[config.mk]
export PLATFORM = sky130hd
export DESIGN_NAME = mac_sa_queue
export DESIGN_NICKNAME = d
export VERILOG_FILES = /design/src/rtl/mac_sa_queue.sv
export SDC_FILE = /design/constraint.sdc
export NUM_CORES = 1
export LEC_CHECK = 0
export CAP_MARGIN = 25
export CORE_UTILIZATION = 50
export DETAILED_ROUTE_END_ITERATION = 8
export PLACE_DENSITY = 0.77
export SKIP_CTS_REPAIR_TIMING = 1
export SYNTH_ARGS = -nofsm -noshare
export SYNTH_HDL_FRONTEND = slang
export SYNTH_SLANG_ARGS = --single-unit
[constraint.sdc]
create_clock -name iclk -period 3.62 [get_ports iclk]
set_clock_uncertainty 0.05 [all_clocks]
set_input_delay 0.724 -clock iclk [delete_from_list [all_inputs] [get_ports iclk]]
set_output_delay 0.724 -clock iclk [all_outputs]
set_load 0.005 [all_outputs]
[src/rtl/mac_sa_queue.sv]
// Show-ahead source-MAC FIFO feeding the learning arbiter, with sticky overflow and drop counter.
// Optional build macro SA_QUEUE_DEDUP_EN drops an SA equal to the last accepted one.
module mac_sa_queue #(
    parameter int unsigned pDEPTH   = 4,
    parameter logic [1:0]  pPORT_ID = 2'd0
) (
    input  logic        iclk,
    input  logic        irst_n,
    input  logic        i_newsa,
    input  logic [47:0] i_sa,
    input  logic        i_grant,
    input  logic        i_clr_ovf,
    output logic        o_req,
    output logic [47:0] o_sa,
    output logic [1:0]  o_port_num,
    output logic [4:0]  o_level,
    output logic        o_overflow,
    output logic [7:0]  o_drop_cnt
);

    localparam int unsigned PTR_W = (pDEPTH > 1) ? $clog2(pDEPTH) : 1;
    localparam int unsigned LVL_W = 5;
    localparam int unsigned SA_W  = 48;
    localparam int unsigned CNT_W = 8;
    localparam logic [LVL_W-1:0] FULL_LVL = LVL_W'(pDEPTH);
    localparam logic [CNT_W-1:0] CNT_MAX  = '1;

    logic [SA_W-1:0]  mem_q [pDEPTH];
    logic [PTR_W-1:0] wr_ptr_q, wr_ptr_d;
    logic [PTR_W-1:0] rd_ptr_q, rd_ptr_d;
    logic [LVL_W-1:0] level_q, level_d;
    logic             overflow_q, overflow_d;
    logic [CNT_W-1:0] drop_cnt_q, drop_cnt_d;
    logic [CNT_W-1:0] cnt_base;

    logic pop_c, push_c, drop_c, dup_c, full_c;

`ifdef SA_QUEUE_DEDUP_EN
    logic [SA_W-1:0] last_sa_q, last_sa_d;
    logic            last_vld_q, last_vld_d;

    assign dup_c = last_vld_q && (i_sa == last_sa_q);

    // Remember the most recently accepted SA for duplicate suppression.
    always_comb begin
        last_sa_d  = last_sa_q;
        last_vld_d = last_vld_q;
        if (push_c) begin
            last_sa_d  = i_sa;
            last_vld_d = 1'b1;
        end
    end

    always_ff @(posedge iclk or negedge irst_n) begin
        if (!irst_n) begin
            last_sa_q  <= '0;
            last_vld_q <= 1'b0;
        end else begin
            last_sa_q  <= last_sa_d;
            last_vld_q <= last_vld_d;
        end
    end
`else
    assign dup_c = 1'b0;
`endif

    assign full_c = (level_q == FULL_LVL);
    assign pop_c  = i_grant && (level_q != '0);
    assign push_c = i_newsa && !dup_c && (!full_c || pop_c);
    assign drop_c = i_newsa && !dup_c && full_c && !pop_c;

    // Pointer, level and overflow bookkeeping; a clear in the same cycle as a drop yields count 1.
    always_comb begin
        wr_ptr_d   = wr_ptr_q;
        rd_ptr_d   = rd_ptr_q;
        level_d    = level_q;
        cnt_base   = i_clr_ovf ? '0 : drop_cnt_q;
        drop_cnt_d = cnt_base;
        overflow_d = (overflow_q && !i_clr_ovf) || drop_c;
        if (push_c) wr_ptr_d = wr_ptr_q + PTR_W'(1);
        if (pop_c)  rd_ptr_d = rd_ptr_q + PTR_W'(1);
        if (push_c && !pop_c)      level_d = level_q + LVL_W'(1);
        else if (pop_c && !push_c) level_d = level_q - LVL_W'(1);
        if (drop_c && (cnt_base != CNT_MAX)) drop_cnt_d = cnt_base + CNT_W'(1);
    end

    always_ff @(posedge iclk or negedge irst_n) begin
        if (!irst_n) begin
            wr_ptr_q   <= '0;
            rd_ptr_q   <= '0;
            level_q    <= '0;
            overflow_q <= 1'b0;
            drop_cnt_q <= '0;
        end else begin
            wr_ptr_q   <= wr_ptr_d;
            rd_ptr_q   <= rd_ptr_d;
            level_q    <= level_d;
            overflow_q <= overflow_d;
            drop_cnt_q <= drop_cnt_d;
        end
    end

    // Storage is not reset; validity is tracked by the level alone.
    always_ff @(posedge iclk) begin
        if (push_c) mem_q[wr_ptr_q] <= i_sa;
    end

    assign o_req      = (level_q != '0);
    assign o_sa       = mem_q[rd_ptr_q];
    assign o_port_num = o_req ? pPORT_ID : 2'd0;
    assign o_level    = level_q;
    assign o_overflow = overflow_q;
    assign o_drop_cnt = drop_cnt_q;

endmodule

==> metrics <==
Ports ~120; clk sinks between 200 and 250; vias in the first global route 4200; pin count of the biggest net entering global routing a little under 50; crit path launch type flip-flop; synth top area cells edfxtp_1, mux4_2, dfrtp_1, ha_1, xnor2_1; Die Height 129 microns; # diodes 0; Seq/Total Area, Yosys slightly below 80%; Post-synth EDFFs between 150 and 200; row count 45; final instance area about 10000 sq um; DR DRC count 0; 1st-pass router iterations 4; CP max FO 19; register area around 6200 sq um; detailed placer's ending HPWL 8780 microns; H-tree levels 1; Placed Area around 9500 sq um; Hold Fails Final Rpt 0; total core area 15400 sq um; Worst Setup End Kind output pin; worst vdd ir ~0.45 mV; synth warn 0; top_reg_cell synth edfxtp_1; Fmax between 300 and 400 MHz; clock slew at the register clock pins of the worst setup and hold paths 0.06 ns; Post-Route WL ~14000 microns; chip width 129 microns; die area 16600 sq um; Worst-Skew Late Latency 0.47 ns; unrepaired setup endpoints after global routing false; Setup Crit Path Kind reg -> out; total grt overflow 0; multi-input logic area 1710 sq um; CP Data Required Time approximately 2.9 ns; area delta synth->final 26.2%; Power Density 771 nW/um^2; Num CTS Buffers 21; minimum clock period about 3.2 ns; FFs w/ async S/R, synth 8.57%; Synth Cell Area 8020 sq um; GRT Total Usage between 10% and 20%; mean routed wirelength per cell between 15 and 20 microns; post-synth top area cell edfxtp_1; Post-synth top cells edfxtp_1, mux4_2, dfrtp_1; endpoints failing setup 0; # fillers between 1000 and 1500; CTS tree yes; most frequent cell after synthesis edfxtp_1; outcome completed; layout cells sized above 1 between 10% and 20%; global-route wire length before repair 22300 microns; number of distinct library cells after synthesis between 40 and 50; gpl congestion around 0.77; number of buffers added on ports around 120; number of synthesized register bits 210; crit path DAT 2.47 ns; initial core utilization 52.0%; fin crit share between 80% and 90%; antenna violations before repair 0; syn avg cell area around 22 sq um; Root Buffer clkbuf_16; Clock Tree Buf Depth 3; Max-slew headroom a little over two fifths; max-slew violation count 0; Initial DRC Count ~230; MaxCap Viol Count 0; Hold Path Class reg -> reg; Final ANT Viol Nets 0; post-synthesis cell count between 300 and 400; fin nets roughly 560; Post-Route Setup TNS 0 ns; DR vias/cell 5.52; Leak Pwr between 0.003 and 0.004 uW; share of the synthesized area in the top cell type approximately 70%; vias post-DR a little under 4000; worst slew pin tran about 0.86 ns
==> worst paths after layout <==
kind / start / end / slack [ns] / cells past startpoint
setup / recovery: rd_ptr_q[0] / o_sa[44] / 0.38 / 3
hold / removal: o_overflow / o_overflow / 0.50 / 2
hold reg to reg: o_overflow / o_overflow / 0.50 / 2
setup reg to reg: o_level[1] / o_level[4] / 0.66 / 10
min in group asynchronous: irst_n / o_drop_cnt[0] / 0.69 / 1
max in group asynchronous: irst_n / rd_ptr_q[0] / 2.21 / 1
==> power by group <==
part | switching, uW | internal [uW] | total [uW]
clock | 824 | 1130 | 1950
sequential | 247 | 3180 | 3420
combinational | 973 | 1470 | 2440
==> sequential cells by signal, indices dropped and copies added (netlist names) <==
register	flops
mem_q	192
o_drop_cnt	8
o_level	5
rd_ptr_q	2
wr_ptr_q	2
o_overflow	1
==> worst max-delay path, cell delays in order, from the launching register on <==
cell and delay [ns]:
dfrtp_4 0.68, buf_4 0.31, mux4_2 0.51, clkdlybuf4s50_1 0.48
==> placed cells by master (no fill, tap or decap), types with 2 or more instances in the layout <==
cell	n
a21oi_1	4
and3_2	4
buf_12	6
clkbuf_1	2
clkbuf_16	21
clkdlybuf4s50_1	115
clkinv_1	5
clkinv_2	5
conb_1	2
dfrtp_1	16
edfxtp_1	192
ha_1	10
inv_1	7
mux2_2	2
mux2i_1	2
mux4_2	48
nand2_1	6
nand2b_1	2
nand3_1	6
nor2_1	2
nor2b_1	4
nor4_1	2
o2111ai_1	2
o21ai_0	4
o31ai_1	2
or3_1	2
or4_1	3
xnor2_1	6
xor2_1	2
==> final cells by class <==
class | instances | area share (%)
clock buffers | 23 | 5.26
clock inverters | 13 | 0.890
inverters | 7 | 0.259
multi-input cells | 131 | 16.9
flip-flops and latches | 210 | 61.4
well taps | 211 | 2.61
repair buffers | 122 | 12.6
==> per-stage QoR <==
stage	util (%)	cells	power, uW	worst slack, ns	hold WS, ns
after CTS	65.6	717	7940	0.291	0.514
after global routing	65.6	717	8200	0.231	0.521
after floorplan	-	364	4650	1.06	0.378
final	65.6	717	7810	0.377	0.503
after detailed placement	61.6	681	5960	0.271	0.491
after global placement	61.6	681	5890	0.470	0.470
==> kinds of logic after synthesis <==
family          count (synthesis)  share of synthesized area [%]
fa+ha+maj                      11                           1.81
simple gates                   42                           3.17
flops                         210                           77.5
xor+xnor                        8                          0.873
compound gates                 15                           1.22
mux                            53                           14.1
buf+inv                        23                           1.26
other cells                     1                         0.0467
==> layer usage <==
| layer | wire (microns) | track usage [%] |
|---|---|---|
| met1 | 5950 | 23.1 |
| met4 | 190 | 4.29 |
| met2 | 7050 | 30.6 |
| met3 | 1120 | 4.91 |
| met5 | 0 | 0 |
Power figures use the tool's default switching activity.
